File: config.mk
export PLATFORM = sky130hd
export DESIGN_NAME = instr_fetch_queue
export DESIGN_NICKNAME = d
export VERILOG_FILES = /design/src/rtl/instr_fetch_queue.sv
export SDC_FILE = /design/constraint.sdc
export NUM_CORES = 1
export LEC_CHECK = 0
export CORE_AREA = 2 2 116 129
export CTS_BUF_LIST = sky130_fd_sc_hd__clkbuf_4
export CTS_CLUSTER_DIAMETER = 150
export DETAILED_ROUTE_END_ITERATION = 10
export DIE_AREA = 0 0 118 131
export DONT_BUFFER_PORTS = 1
export PLACE_DENSITY = 0.79
export SYNTH_ARGS = -nofsm -noshare
export SYNTH_HDL_FRONTEND = slang
export SYNTH_SLANG_ARGS = --single-unit
File: constraint.sdc
create_clock -name clk -period 14.7 [get_ports clk]
set_clock_uncertainty 0.1 [all_clocks]
set_input_delay 2.205 -clock clk [delete_from_list [all_inputs] [get_ports clk]]
set_output_delay 2.205 -clock clk [all_outputs]
set_load 0.02 [all_outputs]
File: src/rtl/instr_fetch_queue.sv
// Instruction fetch unit with a single-outstanding memory request and a prefetch queue.
// Branch redirects flush the queue and drop any response still in flight.
module instr_fetch_queue #(
  parameter int unsigned ADDR_WIDTH  = 8,
  parameter int unsigned DATA_WIDTH  = 32,
  parameter int unsigned QUEUE_DEPTH = 4,
  parameter int unsigned PC_STEP     = 1,
  parameter int unsigned RESET_PC    = 0
) (
  input  logic                           clk,
  input  logic                           reset,
  input  logic                           branch_en,
  input  logic [ADDR_WIDTH-1:0]          branch_addr,
  output logic                           mem_req,
  output logic [ADDR_WIDTH-1:0]          mem_addr,
  input  logic                           mem_ack,
  input  logic [DATA_WIDTH-1:0]          mem_rdata,
  output logic                           instr_valid,
  input  logic                           instr_ready,
  output logic [DATA_WIDTH-1:0]          instr_out,
  output logic [ADDR_WIDTH-1:0]          pc_out,
  output logic [$clog2(QUEUE_DEPTH):0]   queue_count
);

  localparam int unsigned PTR_W = $clog2(QUEUE_DEPTH);
  localparam int unsigned CNT_W = PTR_W + 1;

  typedef enum logic [1:0] {StIdle, StReq, StDrop} state_e;

  state_e                  state_q;
  logic [ADDR_WIDTH-1:0]   fetch_pc_q;
  logic [CNT_W-1:0]        count_q;
  logic [PTR_W-1:0]        rd_ptr_q, wr_ptr_q;
  logic [DATA_WIDTH-1:0]   data_q [QUEUE_DEPTH];
  logic [ADDR_WIDTH-1:0]   pc_q   [QUEUE_DEPTH];

  logic                    push, pop, stay_req;
  logic [ADDR_WIDTH-1:0]   next_addr;
  logic [CNT_W:0]          occ_next;

  always_comb begin
    instr_valid = (count_q != '0);
    instr_out   = data_q[rd_ptr_q];
    pc_out      = pc_q[rd_ptr_q];
    queue_count = count_q;
    push        = (state_q == StReq) && mem_ack && !branch_en;
    pop         = instr_valid && instr_ready && !branch_en;
    next_addr   = mem_addr + ADDR_WIDTH'(PC_STEP);
    // Occupancy after this edge if the pending response is pushed.
    occ_next    = {1'b0, count_q} + (CNT_W+1)'(1) - (CNT_W+1)'(pop);
    stay_req    = occ_next < (CNT_W+1)'(QUEUE_DEPTH);
  end

  always_ff @(posedge clk or posedge reset) begin
    if (reset) begin
      state_q    <= StIdle;
      mem_req    <= 1'b0;
      mem_addr   <= ADDR_WIDTH'(RESET_PC);
      fetch_pc_q <= ADDR_WIDTH'(RESET_PC);
    end else begin
      if (branch_en) fetch_pc_q <= branch_addr;
      case (state_q)
        StIdle: begin
          if (!branch_en && count_q < CNT_W'(QUEUE_DEPTH)) begin
            state_q  <= StReq;
            mem_req  <= 1'b1;
            mem_addr <= fetch_pc_q;
          end
        end
        StReq: begin
          if (branch_en) begin
            if (mem_ack) begin
              state_q <= StIdle;
              mem_req <= 1'b0;
            end else begin
              state_q <= StDrop;
            end
          end else if (mem_ack) begin
            fetch_pc_q <= next_addr;
            if (stay_req) begin
              mem_addr <= next_addr;
            end else begin
              state_q <= StIdle;
              mem_req <= 1'b0;
            end
          end
        end
        StDrop: begin
          if (mem_ack) begin
            state_q <= StIdle;
            mem_req <= 1'b0;
          end
        end
        default: begin
          state_q <= StIdle;
          mem_req <= 1'b0;
        end
      endcase
    end
  end

  always_ff @(posedge clk or posedge reset) begin
    if (reset) begin
      count_q  <= '0;
      rd_ptr_q <= '0;
      wr_ptr_q <= '0;
      for (int unsigned i = 0; i < QUEUE_DEPTH; i++) begin
        data_q[i] <= '0;
        pc_q[i]   <= '0;
      end
    end else if (branch_en) begin
      count_q  <= '0;
      rd_ptr_q <= '0;
      wr_ptr_q <= '0;
    end else begin
      if (push) begin
        data_q[wr_ptr_q] <= mem_rdata;
        pc_q[wr_ptr_q]   <= mem_addr;
        wr_ptr_q         <= wr_ptr_q + PTR_W'(1);
      end
      if (pop) rd_ptr_q <= rd_ptr_q + PTR_W'(1);
      case ({push, pop})
        2'b10:   count_q <= count_q + CNT_W'(1);
        2'b01:   count_q <= count_q - CNT_W'(1);
        default: count_q <= count_q;
      endcase
    end
  end

endmodule

==> key figures <==
Logic synthesis
  • Netlist area before placement: 8930 um2
  • Ranking of synthesized cells by area: dfrtp_1 (52%), mux2_4 (18%), mux4_2 (10%)
  • Syn. warnings: 0
  • Syn avg cell area: 15.9 um2
  • Register area share after synthesis: 52.1%
  • Synth Register Bits: 186
  • Post-synth ARST share: 100%
  • Post-synthesis net count: 613
  • Netlist cell types: 42
  • Most common flop cell mapped by yosys: dfrtp_1
  • Leading area contributor after synthesis: dfrtp_1
  • Synth top cells by count: dfrtp_1 (186), mux2_4 (110), mux2_2 (50)
  • Number of synthesized flops with an enable pin: 0
  • Most frequent cell after synthesis: dfrtp_1
  • Post-Syn Instances: 562
  • Yosys top cell area share: 52.1%

Cells and area
  • Share of cells above drive strength 1: 43.5%
  • Layout area overhead: 3.10%
  • Nets: 595
  • Multi-input gate area in the final layout: 3980 um2
  • Sequential cell area: 4660 um2
  • Fillcell total: 994

GRT
  • Global Route Usage Sum: 23.2%
  • First-pass GRT wire length: 27.5 mm
  • Vias in the first global route: 4913
  • Initial antenna violation count: 1
  • Largest net degree at the start of global routing: 101
  • Remaining Overflow, GRT: 0

Worst setup path
  • CP peak stage delay: 1010 ps
  • Max stage delay cell, worst path: dfrtp_4
  • Worst Setup Start Kind: flop
  • CP Class: flop to output port
  • CP cell instances: mux4_2
  • Worst EP required: 12400 ps
  • Endpoint class of the critical path: output port
  • Cell family with most CP delay: flip-flops
  • CP max FO: 42
  • Arrival time worst endpoint: 2290 ps
  • Buffers and inverters on the worst path: 0

Hold path
  • HP Class: flop to flop

STA
  • Worst setup margin: 10100 ps
  • Finish-stage setup viols: 0
  • Actual slew at the worst max-slew pin: 1080 ps
  • Peak Freq: 217 MHz
  • Fin crit share: 31.3%
  • Fin. Hold Viols: 0
  • Max-slew violation count: 0
  • Unrepaired setup endpoints after global routing: false
  • Relative slew slack: 28.1%
  • Final setup TNS: 0 ps
  • Crit path time final: 4600 ps

Pwr
  • Leakage Power: 0.00451 uW
  • Pwr dens: 180 nW/um2
  • Max VDD drop: 0.000106 V

Routing
  • First-pass iteration count of the detailed router: 5
  • Top routing layer used: met4
  • Final wirelength: 16.9 mm
  • Post-DRT Antenna Nets: 0
  • DR WL met2: 8.50 mm
  • Vias: 4626
  • DRC errors left: 0
  • Wire per inst: 22.6 um
  • Vias/cell: 6.18
  • Met1 wire length: 7.34 mm
  • Drt initial violations: 296
  • Met3 WL post-DR: 787 um

Place
  • Dpl hpwl: 10.6 mm
  • # port buffers: 0
  • Placer Congestion: 0.775
  • Setup Slack @ Placement: 10620 ps

Die
  • Effective utilization at floorplan: 62.8%
  • Die W: 118 um
  • Core area: 14200 um2
  • Die Footprint: 15500 um2
  • Io pins: 98
  • Die Y: 131 um
  • Row count: 46

Flow run
  • Max_cap viols: 0

Status
  • Outcome: finished, final reports clean

CTS
  • Setup bufs post-CTS: 0
  • CTS Root Buffer Type: clkbuf_4
  • Clock sinks: 186
  • CTS buffer count: 17
  • # resized after CTS: 0
  • Clock slew at reported path FFs: 130 ps
  • Cts-stage hold buffer count: 0
  • Maximum root-to-sink buffer count: 2
  • Worst-Skew Late Latency: 580 ps
  • H-tree Lvls: 4
  • CTS tree: yes
[state kept, by name (all words and copies together) (netlist names)]
name         count
wr_ptr_q         2
fetch_pc_q       8
rd_ptr_q         2
state_q          2
mem_addr         8
data_q         128
queue_count      3
pc_q            32
mem_req          1
[logic make-up (layout without fill, tap and decap cells)]
logic type / count (synthesis) / count (layout) / share of synthesized area [%]
other: 0 / 1 / 0
buffers and inverters: 43 / 37 / 3.35
AND/OR/NAND/NOR: 73 / 73 / 4.47
multiplexers: 207 / 207 / 35.7
adder cells (fa/ha/maj): 6 / 6 / 0.924
flip-flops: 186 / 186 / 52.1
XOR/XNOR: 8 / 8 / 0.784
AO/OA/AOI/OAI: 39 / 39 / 2.72
[path summary, 6_finish.rpt]
| check | depth (start not counted) | end | start | slack, ps |
|---|---|---|---|---|
| max | 1 | instr_out[7] | rd_ptr_q[0] | 10100 |
| min | 1 | data_q[28] | data_q[28] | 420 |
| max reg2reg | 4 | pc_q[26] | state_q[1] | 12390 |
| min reg2reg | 1 | data_q[28] | data_q[28] | 420 |
| max in group asynchronous | 2 | data_q[75] | reset | 11320 |
| min in group asynchronous | 1 | data_q[102] | reset | 1560 |
[area by class of cell]
| type | count | area share (%) |
|---|---|---|
| antenna | 1 | 0.0272 |
| clock buffer | 20 | 1.63 |
| clock inverter | 11 | 1.59 |
| inverter | 5 | 0.258 |
| multi-input combinational | 333 | 43.2 |
| sequential | 186 | 50.6 |
| tap | 192 | 2.61 |
| timing repair buffer | 1 | 0.0815 |
[power breakdown]
part / internal [uW] / switching, uW / total (uW)
combinational: 296 / 240 / 536
sequential: 654 / 175 / 829
clock: 123 / 170 / 293
total: 1070 / 585 / 1660
[metrics by stage]
step	utilization (%)	instances	cell area, um2	hold slack [ps]	total power (uW)
floorplan	-	562	8930	374	1280
finish	64.8	749	9210	420	1660
global placement	62.7	717	8910	383	1350
detailed placement	62.7	717	8910	389	1380
global route	64.8	749	9210	434	1750
CTS	64.8	748	9210	421	1670
[placed cells by master (no fill, tap or decap), types with 4 or more instances in the layout]
cell type,n
o31ai_1,5
xnor2_1,7
nor3_1,10
clkbuf_4,20
mux2i_1,7
inv_1,4
mux2_2,50
a21oi_1,10
clkinvlp_4,4
nand3_1,5
o21ai_0,12
nor2_1,18
mux2_4,110
dfrtp_1,184
nand2_4,4
nand2_1,19
ha_1,5
mux4_2,40
[routing by layer]
layer,global-route usage (%),vias to the layer above
met5,0,-
met2,37.4,115
met4,8.86,0
met1,31.1,2466
li1,-,2022
met3,5.69,23
Power figures use the tool's default switching activity.
